[config.mk]
export PLATFORM = sky130hd
export DESIGN_NAME = mem_stage_flat
export DESIGN_NICKNAME = d
export VERILOG_FILES = /design/src/rtl/mem_stage_pkg.sv /design/src/rtl/mem_stage_if.sv /design/src/rtl/mem_load_align.sv /design/src/rtl/mem_stage.sv /design/src/flat_wrapper.sv
export SDC_FILE = /design/constraint.sdc
export NUM_CORES = 1
export LEC_CHECK = 0
export BUFFER_PORTS_ARGS = -buffer_cell sky130_fd_sc_hd__buf_2
export CAP_MARGIN = 20
export CORE_MARGIN = 1.5
export CORE_UTILIZATION = 45
export CTS_CLUSTER_DIAMETER = 30
export DETAILED_ROUTE_END_ITERATION = 16
export PLACE_DENSITY = 0.87
export RECOVER_POWER = 50
export SETUP_SLACK_MARGIN = 0.2
export SYNTH_ARGS = -nofsm -noshare
export SYNTH_HDL_FRONTEND = slang
export SYNTH_SLANG_ARGS = --single-unit
[constraint.sdc]
create_clock -name clk -period 2.26 [get_ports clk]
set_input_delay 0.565 -clock clk [delete_from_list [all_inputs] [get_ports clk]]
set_output_delay 0.565 -clock clk [all_outputs]
set_load 0.02 [all_outputs]
[src/rtl/mem_stage_pkg.sv]
// mem_stage_pkg: load opcodes and pass-signal widths shared by the memory stage
package mem_stage_pkg;
    localparam int PASS_IN_W  = 7;
    localparam int PASS_OUT_W = 6;
    localparam logic [9:0] LD_B  = 10'h0A0;
    localparam logic [9:0] LD_H  = 10'h0A1;
    localparam logic [9:0] LD_W  = 10'h0A2;
    localparam logic [9:0] LD_BU = 10'h0A8;
    localparam logic [9:0] LD_HU = 10'h0A9;
    typedef logic [PASS_IN_W-1:0]  pass_in_t;
    typedef logic [PASS_OUT_W-1:0] pass_out_t;
endpackage

[src/rtl/mem_stage_if.sv]
// mem_stage_if: execute-side inputs, writeback/IDU-side outputs and SRAM read data of the memory stage
interface mem_stage_if;
    import mem_stage_pkg::*;
    logic             EXU_to_MEM_valid;
    logic             MEM_allow_in;
    logic             WB_allow_in;
    logic             MEM_to_WB_valid;
    logic [31:0]      EXU_pc_to_MEM;
    logic [31:0]      EXU_inst_to_MEM;
    logic [31:0]      EXU_result_to_MEM;
    pass_in_t         EXU_signals_pass_to_MEM;
    logic [31:0]      data_sram_rdata;
    logic [31:0]      MEM_pc_to_WB;
    logic [31:0]      MEM_inst_to_WB;
    logic [31:0]      MEM_final_result_to_WB;
    pass_out_t        MEM_signals_pass_to_WB;
    logic             MEM_to_IDU_gr_we;
    logic [4:0]       MEM_to_IDU_dest;
    logic             MEM_to_IDU_valid;
    logic [31:0]      MEM_to_IDU_forward;
    modport slave (
        input  EXU_to_MEM_valid, WB_allow_in, EXU_pc_to_MEM, EXU_inst_to_MEM,
               EXU_result_to_MEM, EXU_signals_pass_to_MEM, data_sram_rdata,
        output MEM_allow_in, MEM_to_WB_valid, MEM_pc_to_WB, MEM_inst_to_WB,
               MEM_final_result_to_WB, MEM_signals_pass_to_WB, MEM_to_IDU_gr_we,
               MEM_to_IDU_dest, MEM_to_IDU_valid, MEM_to_IDU_forward
    );
    modport master (
        output EXU_to_MEM_valid, WB_allow_in, EXU_pc_to_MEM, EXU_inst_to_MEM,
               EXU_result_to_MEM, EXU_signals_pass_to_MEM, data_sram_rdata,
        input  MEM_allow_in, MEM_to_WB_valid, MEM_pc_to_WB, MEM_inst_to_WB,
               MEM_final_result_to_WB, MEM_signals_pass_to_WB, MEM_to_IDU_gr_we,
               MEM_to_IDU_dest, MEM_to_IDU_valid, MEM_to_IDU_forward
    );
endinterface

[src/rtl/mem_load_align.sv]
// mem_load_align: byte/halfword extraction and sign/zero extension of a loaded word
module mem_load_align
    import mem_stage_pkg::*;
(
    input  logic [31:0] load_word,
    input  logic [1:0]  off,
    input  logic [9:0]  opcode,
    output logic [31:0] ext
);
    logic [7:0]  b;
    logic [15:0] h;
    always_comb begin
        b   = load_word[{off, 3'b000} +: 8];
        h   = load_word[{off[1], 4'b0000} +: 16];
        ext = opcode == LD_B  ? {{24{b[7]}}, b}  :
              opcode == LD_BU ? {24'h0, b}       :
              opcode == LD_H  ? {{16{h[15]}}, h} :
              opcode == LD_HU ? {16'h0, h}       : load_word;
    end
endmodule

[src/rtl/mem_stage.sv]
// mem_stage: memory-access pipeline stage; sub-word load extension enabled by MEM_SUBWORD_LOAD_EN
module mem_stage
    import mem_stage_pkg::*;
(
    input  logic      clk,
    input  logic      resetn,
    mem_stage_if.slave bus
);
    logic        valid_q, valid_d, first_q, first_d, accept;
    logic [31:0] pc_q, pc_d, inst_q, inst_d, result_q, result_d, hold_q, hold_d;
    logic [31:0] load_word, load_ext, final_result;
    pass_in_t    sig_q, sig_d;
    assign bus.MEM_allow_in = !valid_q || bus.WB_allow_in;
    assign accept           = bus.MEM_allow_in && bus.EXU_to_MEM_valid;
    // The SRAM port already shows the next address while stalled, so reuse the captured word
    assign load_word        = first_q ? bus.data_sram_rdata : hold_q;
    always_comb begin
        valid_d  = bus.MEM_allow_in ? bus.EXU_to_MEM_valid : valid_q;
        first_d  = accept;
        pc_d     = accept ? bus.EXU_pc_to_MEM : pc_q;
        inst_d   = accept ? bus.EXU_inst_to_MEM : inst_q;
        result_d = accept ? bus.EXU_result_to_MEM : result_q;
        sig_d    = accept ? bus.EXU_signals_pass_to_MEM : sig_q;
        hold_d   = first_q ? bus.data_sram_rdata : hold_q;
    end
    always_ff @(posedge clk or negedge resetn) begin
        if (!resetn) begin
            valid_q  <= 1'b0;
            first_q  <= 1'b0;
            pc_q     <= '0;
            inst_q   <= '0;
            result_q <= '0;
            sig_q    <= '0;
            hold_q   <= '0;
        end else begin
            valid_q  <= valid_d;
            first_q  <= first_d;
            pc_q     <= pc_d;
            inst_q   <= inst_d;
            result_q <= result_d;
            sig_q    <= sig_d;
            hold_q   <= hold_d;
        end
    end
`ifdef MEM_SUBWORD_LOAD_EN
    mem_load_align u_align (
        .load_word(load_word),
        .off      (result_q[1:0]),
        .opcode   (inst_q[31:22]),
        .ext      (load_ext)
    );
`else
    assign load_ext = load_word;
`endif
    assign final_result               = sig_q[6] ? load_ext : result_q;
    assign bus.MEM_to_WB_valid        = valid_q;
    assign bus.MEM_pc_to_WB           = pc_q;
    assign bus.MEM_inst_to_WB         = inst_q;
    assign bus.MEM_final_result_to_WB = final_result;
    assign bus.MEM_signals_pass_to_WB = sig_q[5:0];
    assign bus.MEM_to_IDU_gr_we       = sig_q[5] && valid_q;
    assign bus.MEM_to_IDU_dest        = sig_q[4:0];
    assign bus.MEM_to_IDU_valid       = valid_q;
    assign bus.MEM_to_IDU_forward     = final_result;
endmodule

[src/flat_wrapper.sv]
// flat-port wrapper written by rule: the top's interface ports become plain ports
module mem_stage_flat import mem_stage_pkg::*;
  (clk, resetn, bus_EXU_to_MEM_valid, bus_WB_allow_in, bus_EXU_pc_to_MEM, bus_EXU_inst_to_MEM, bus_EXU_result_to_MEM, bus_EXU_signals_pass_to_MEM, bus_data_sram_rdata, bus_MEM_allow_in, bus_MEM_to_WB_valid, bus_MEM_pc_to_WB, bus_MEM_inst_to_WB, bus_MEM_final_result_to_WB, bus_MEM_signals_pass_to_WB, bus_MEM_to_IDU_gr_we, bus_MEM_to_IDU_dest, bus_MEM_to_IDU_valid, bus_MEM_to_IDU_forward);
  mem_stage_if bus_i ();
  input  logic clk;
  input  logic resetn;
  input wire logic [$bits(bus_i.EXU_to_MEM_valid)-1:0] bus_EXU_to_MEM_valid;
  input wire logic [$bits(bus_i.WB_allow_in)-1:0] bus_WB_allow_in;
  input wire logic [$bits(bus_i.EXU_pc_to_MEM)-1:0] bus_EXU_pc_to_MEM;
  input wire logic [$bits(bus_i.EXU_inst_to_MEM)-1:0] bus_EXU_inst_to_MEM;
  input wire logic [$bits(bus_i.EXU_result_to_MEM)-1:0] bus_EXU_result_to_MEM;
  input wire logic [$bits(bus_i.EXU_signals_pass_to_MEM)-1:0] bus_EXU_signals_pass_to_MEM;
  input wire logic [$bits(bus_i.data_sram_rdata)-1:0] bus_data_sram_rdata;
  output wire logic [$bits(bus_i.MEM_allow_in)-1:0] bus_MEM_allow_in;
  output wire logic [$bits(bus_i.MEM_to_WB_valid)-1:0] bus_MEM_to_WB_valid;
  output wire logic [$bits(bus_i.MEM_pc_to_WB)-1:0] bus_MEM_pc_to_WB;
  output wire logic [$bits(bus_i.MEM_inst_to_WB)-1:0] bus_MEM_inst_to_WB;
  output wire logic [$bits(bus_i.MEM_final_result_to_WB)-1:0] bus_MEM_final_result_to_WB;
  output wire logic [$bits(bus_i.MEM_signals_pass_to_WB)-1:0] bus_MEM_signals_pass_to_WB;
  output wire logic [$bits(bus_i.MEM_to_IDU_gr_we)-1:0] bus_MEM_to_IDU_gr_we;
  output wire logic [$bits(bus_i.MEM_to_IDU_dest)-1:0] bus_MEM_to_IDU_dest;
  output wire logic [$bits(bus_i.MEM_to_IDU_valid)-1:0] bus_MEM_to_IDU_valid;
  output wire logic [$bits(bus_i.MEM_to_IDU_forward)-1:0] bus_MEM_to_IDU_forward;
  assign bus_i.EXU_to_MEM_valid = bus_EXU_to_MEM_valid;
  assign bus_i.WB_allow_in = bus_WB_allow_in;
  assign bus_i.EXU_pc_to_MEM = bus_EXU_pc_to_MEM;
  assign bus_i.EXU_inst_to_MEM = bus_EXU_inst_to_MEM;
  assign bus_i.EXU_result_to_MEM = bus_EXU_result_to_MEM;
  assign bus_i.EXU_signals_pass_to_MEM = bus_EXU_signals_pass_to_MEM;
  assign bus_i.data_sram_rdata = bus_data_sram_rdata;
  assign bus_MEM_allow_in = bus_i.MEM_allow_in;
  assign bus_MEM_to_WB_valid = bus_i.MEM_to_WB_valid;
  assign bus_MEM_pc_to_WB = bus_i.MEM_pc_to_WB;
  assign bus_MEM_inst_to_WB = bus_i.MEM_inst_to_WB;
  assign bus_MEM_final_result_to_WB = bus_i.MEM_final_result_to_WB;
  assign bus_MEM_signals_pass_to_WB = bus_i.MEM_signals_pass_to_WB;
  assign bus_MEM_to_IDU_gr_we = bus_i.MEM_to_IDU_gr_we;
  assign bus_MEM_to_IDU_dest = bus_i.MEM_to_IDU_dest;
  assign bus_MEM_to_IDU_valid = bus_i.MEM_to_IDU_valid;
  assign bus_MEM_to_IDU_forward = bus_i.MEM_to_IDU_forward;
  mem_stage u_core (.clk(clk), .resetn(resetn), .bus(bus_i));
endmodule
**After elaboration in Yosys (flattened, before gate mapping)**

Cells that the tools add are included.

- Multiplexer cells: 2
- Reduce and logical (&&, ||, !) cells: 4

Operators by type and width:

| kind | count |
|---|---|
| 2-to-1 mux 32 bit | 2 |
| logical AND 1 bit | 2 |
| zero test 1 bit | 1 |
| logical OR 1 bit | 1 |

- Bits in registers: 137
- Output and inout port bits: 143
- Logic and storage cells: 13

**Longest topological paths before layout**

- Depth after elaboration: 3
- Depth in mapped cells: 5
- Gate-level depth less buffers: 3

**Worst setup path before layout**

No wires, ideal clock.

- Path type: register to output
- From: register u_core.first_q
- To: output port bus_MEM_to_IDU_forward[0]
- Arrival: 1384 ps
- Required time: 1695 ps
- Slack: 311 ps
- Cell stages (with the launch flop): 6
- Buffers on the path: 3
- Cell sequence: dfrtp_1 buf_6 buf_12 mux2_4 mux2_4 buf_4

- Word-level cells in the longest chain between the ends: 2

Ends and longest elaborated chain:

| what | line | RTL |
|---|---|---|
| start, declared | mem_stage.sv:9 | `logic valid_q, valid_d, first_q, first_d, accept;` |
| start signal, assigned | mem_stage.sv:37 | `first_q <= first_d;` |
| 2-to-1 mux 32 bit | mem_stage.sv:16 | `assign load_word = first_q ? bus.data_sram_rdata : hold_q;` |
| 2-to-1 mux 32 bit | mem_stage.sv:55 | `assign final_result = sig_q[6] ? load_ext : result_q;` |
| end, declared | flat_wrapper.sv:23 | `output wire logic [$bits(bus_i.MEM_to_IDU_forward)-1:0] bus_MEM_to_IDU_forward;` |

No other way between the ends.

**Final worst setup path**

- From: register u_core.first_q
- To: output port bus_MEM_final_result_to_WB[20]

- Word-level cells in the longest chain between the ends: 2

Ends and longest elaborated chain:

| what | line | RTL |
|---|---|---|
| 2-to-1 mux 32 bit | mem_stage.sv:16 |  |
| 2-to-1 mux 32 bit | mem_stage.sv:55 |  |
| end, declared | flat_wrapper.sv:18 | `output wire logic [$bits(bus_i.MEM_final_result_to_WB)-1:0] bus_MEM_final_result_to_WB;` |

No other way between the ends.

==> impl_summary.log <==
[metrics] maximum number of pins on one net before global-route repair: 48
[metrics] cell area power density: 958 nW/um^2
[metrics] metal3 WL: 951 um
[metrics] final wirelength: 14,100 um
[metrics] highest net fanout along the worst path: 8
[metrics] highest clock frequency the design can meet: 418 MHz
[metrics] largest delay contributor family on the critical path: multiplexers
[metrics] Slowest cell on crit path: sky130_fd_sc_hd__dfrtp_2
[metrics] placeable core region: 13,800 um^2
[metrics] Worst Tran Pin Value: 1.17 ns
[metrics] root buffer selected by CTS: sky130_fd_sc_hd__clkbuf_16
[metrics] count of distinct cell types in the synthesized netlist: 12
[metrics] source-to-sink clock delay at the later pin of the worst-skew pair: 0.42 ns
[metrics] number of top-level pins: 282
[metrics] Layout Nets: 762
[metrics] FP Rows: 43
[metrics] cell type with the largest total area after synthesis: sky130_fd_sc_hd__dfrtp_1
[metrics] initial cell density of the core: 0.458
[metrics] DP Wirelength: 10,000 um
[metrics] detailed-routing wirelength on met1: 5630 um
[metrics] final-layout setup total negative slack: -6.93 ns
[metrics] capturing point of the worst reg2reg path: u_core.bus.MEM_pc_to_WB[23]
[metrics] area of the multi-input gates: 2330 um^2
[metrics] synthesized net count: 511
[metrics] cells taking the most area after synthesis: sky130_fd_sc_hd__dfrtp_1, sky130_fd_sc_hd__mux2_4, sky130_fd_sc_hd__mux2_2
[metrics] share of synthesized area occupied by flip-flops and latches: 0.543
[metrics] unrepaired setup endpoints after global routing: yes
[metrics] Worst EP arrival: 1.82 ns
[metrics] hold bufs inserted after CTS: 0
[metrics] max-cap violations: 0
[metrics] TritonCTS clock tree: done
[metrics] routability cong.: 0.768
[metrics] utilization of the core after routing: 0.604
[metrics] result of the run: finished with violations
[metrics] top cell types by occurrence after synthesis: sky130_fd_sc_hd__dfrtp_1, sky130_fd_sc_hd__mux2_4, sky130_fd_sc_hd__mux2_2
[metrics] DIE AREA: 14,700 um^2
[metrics] worst voltage drop across the vdd grid: 0.000533 V
[metrics] Relative slew margins: 0.215
[metrics] kind of end point of the critical path: primary output
[metrics] flip-flop cell with the highest count after synthesis: sky130_fd_sc_hd__dfrtp_1
[metrics] Clock Path Buffers: 2
[metrics] Synth warnings: 0
[metrics] Storage cell area: 3430 um^2
[metrics] global-route wire length before repair: 21,200 um
[metrics] worst setup path endpoint: bus_MEM_final_result_to_WB[20]
[metrics] die outline width: 121 um
[metrics] clock buffer count from CTS: 17
[metrics] Reg2Reg Launch Point: u_core.bus.MEM_to_IDU_valid
[metrics] total stage count of the critical path: 4
[metrics] leftover overflow at the end of global routing: 0
[metrics] IO buf count: 281
[metrics] antenna diode count: 0
[metrics] CTS H-tree lvls: 4
[metrics] Final Hold Fails: 0
[metrics] type of the setup path with the least slack: register to primary output
[metrics] proportion of layout cells with a drive suffix above 1: 0.759
[metrics] Tcrit/Tclk final: 1.06
[metrics] Max Transition Viols Final: 0
[metrics] critical path's largest stage delay: 0.45 ns
[metrics] class of the tightest hold or removal check: input pin to asynchronous set/reset pin
[metrics] filler cell count: 1,042
[metrics] cells along the critical path: clkbuf_16, mux2_1, mux2_4, buf_6
[metrics] antenna violations before repair: 1
[metrics] remaining antenna violation count: 0
[metrics] Async SR Flop Fraction: 1.00
[metrics] cells after synthesis: 372
[metrics] worst setup path startpoint: u_core.first_q
[metrics] routed wl met2: 7340 um
[metrics] required time at the endpoint of the critical path: 1.69 ns
[metrics] Final Worst Setup Slack: -0.130 ns
[metrics] most repeated cell in the gate-level netlist after synthesis: sky130_fd_sc_hd__dfrtp_1
[metrics] violated checks: setup timing
[metrics] setup clock skew after layout: 0.0129 ns
[metrics] share of the synthesized area in the top cell type: 0.543
[metrics] Yosys reg bits: 137
[metrics] Power, Total: 7.97 mW
[metrics] max layer used: met5
[metrics] setup violation total in the final timing report: 64
[metrics] per-cell routed wire length: 17.3 um
[metrics] TritonCTS Sinks: 137
[metrics] clock transition at the register clock pins on the worst setup and hold paths after CTS: 0.06 ns
[metrics] LEAKAGE: 4.31 nW
[metrics] GRT Total Usage: 0.190
[metrics] number of violations reported at the end of detailed-routing iteration 0: 109
[metrics] Post-Syn Area per Cell: 17.0 um^2
[metrics] EDFF count, synth: 0
[metrics] total number of vias: 3,878
[metrics] number of global-route vias before repair: 4,138
[metrics] first-pass iteration count of the detailed router: 4
[metrics] area growth from synthesis to layout: 31.9%
[metrics] fin crit period: 2.39 ns
[metrics] Post-Synthesis Cell Area: 6310 um^2
[metrics] overall die height: 121 um
[metrics] Vias/cell: 4.75
[metrics] depth of the worst register-to-register path: 4
[metrics] flop-to-flop setup slack: 0.08 ns
[metrics] Worst Setup Start Kind: register
[metrics] Buffers & Inverters on Critical Path: 2
[metrics] number of remaining DRC errors: 0
==> cell usage in the layout (no fill, tap or decap), drive strengths merged <==
master	Yosys	layout
clkbuf	0	24
nand2b	2	2
mux2	167	167
dfrtp	137	137
clkinvlp	0	4
bufinv	0	1
clkinv	0	6
and2	1	1
nand2	1	1
buf	63	291
inv	1	2
==> metal layers <==
metal | GRT usage | vias up
met2 | 0.325 | 171
met3 | 0.0606 | 19
li1 | - | 1752
met1 | 0.222 | 1934
met4 | 0.0750 | 2
met5 | 0 | -
==> where the power goes <==
part           internal, mW  switching [mW]  leakage (nW)
Sequential             2.81           0.188          1.60
Clock                  1.50            1.02         0.256
Combinational          1.22            1.22          2.45
==> flip-flops by register name (all words and copies together) (netlist names) <==
name	flops
u_core.result_q	32
u_core.hold_q	32
u_core.bus.MEM_inst_to_WB	32
u_core.bus.MEM_pc_to_WB	32
u_core.bus.MEM_to_IDU_valid	1
u_core.first_q	1
u_core.sig_q	7
==> worst min path at each step <==
stage / end / slack (ns) / start
global route: u_core.bus.MEM_inst_to_WB[27] / 0.34 / bus_EXU_inst_to_MEM[27]
global placement: u_core.hold_q[8] / 0.48 / u_core.hold_q[8]
finish: u_core.bus.MEM_pc_to_WB[30] / 0.36 / resetn
floorplan: u_core.bus.MEM_inst_to_WB[0] / 0.27 / resetn
CTS: u_core.bus.MEM_pc_to_WB[30] / 0.08 / resetn
detailed placement: u_core.hold_q[5] / 0.48 / u_core.hold_q[5]
==> layout make-up <==
type | count | share of cell area
repair buffers | 295 | 0.216
well taps | 180 | 0.0271
multi-input cells | 171 | 0.280
clock buffers | 20 | 0.0524
flip-flops and latches | 137 | 0.412
clock inverters | 12 | 0.0123
inverters | 1 | 0.000451
==> what timing repair did <==
item,CTS,global route
resized for setup,11,61
gates cloned,1,1
setup endpoints to repair,64,64
buffers inserted,0,2
hold endpoints to repair,0,0
==> through the flow <==
stage                     hold slack (ns)  cells  instance area (um^2)  setup WS [ns]
final                               0.358    816                  8330         -0.130
after global routing                0.343    816                  8330         -0.189
after CTS                          0.0772    813                  8190         -0.194
after detailed placement            0.478    780                  7600          0.235
after global placement              0.476    780                  7600          0.263
after floorplan                     0.269    372                  6310          0.311
==> logic make-up after synthesis <==
logic type	after synthesis	share of synthesized area
DFF	137	0.543
muxes	167	0.369
and+or+nand+nor	4	0.00516
buffers and inverters	64	0.0831
(Power assumes the default switching activity.)
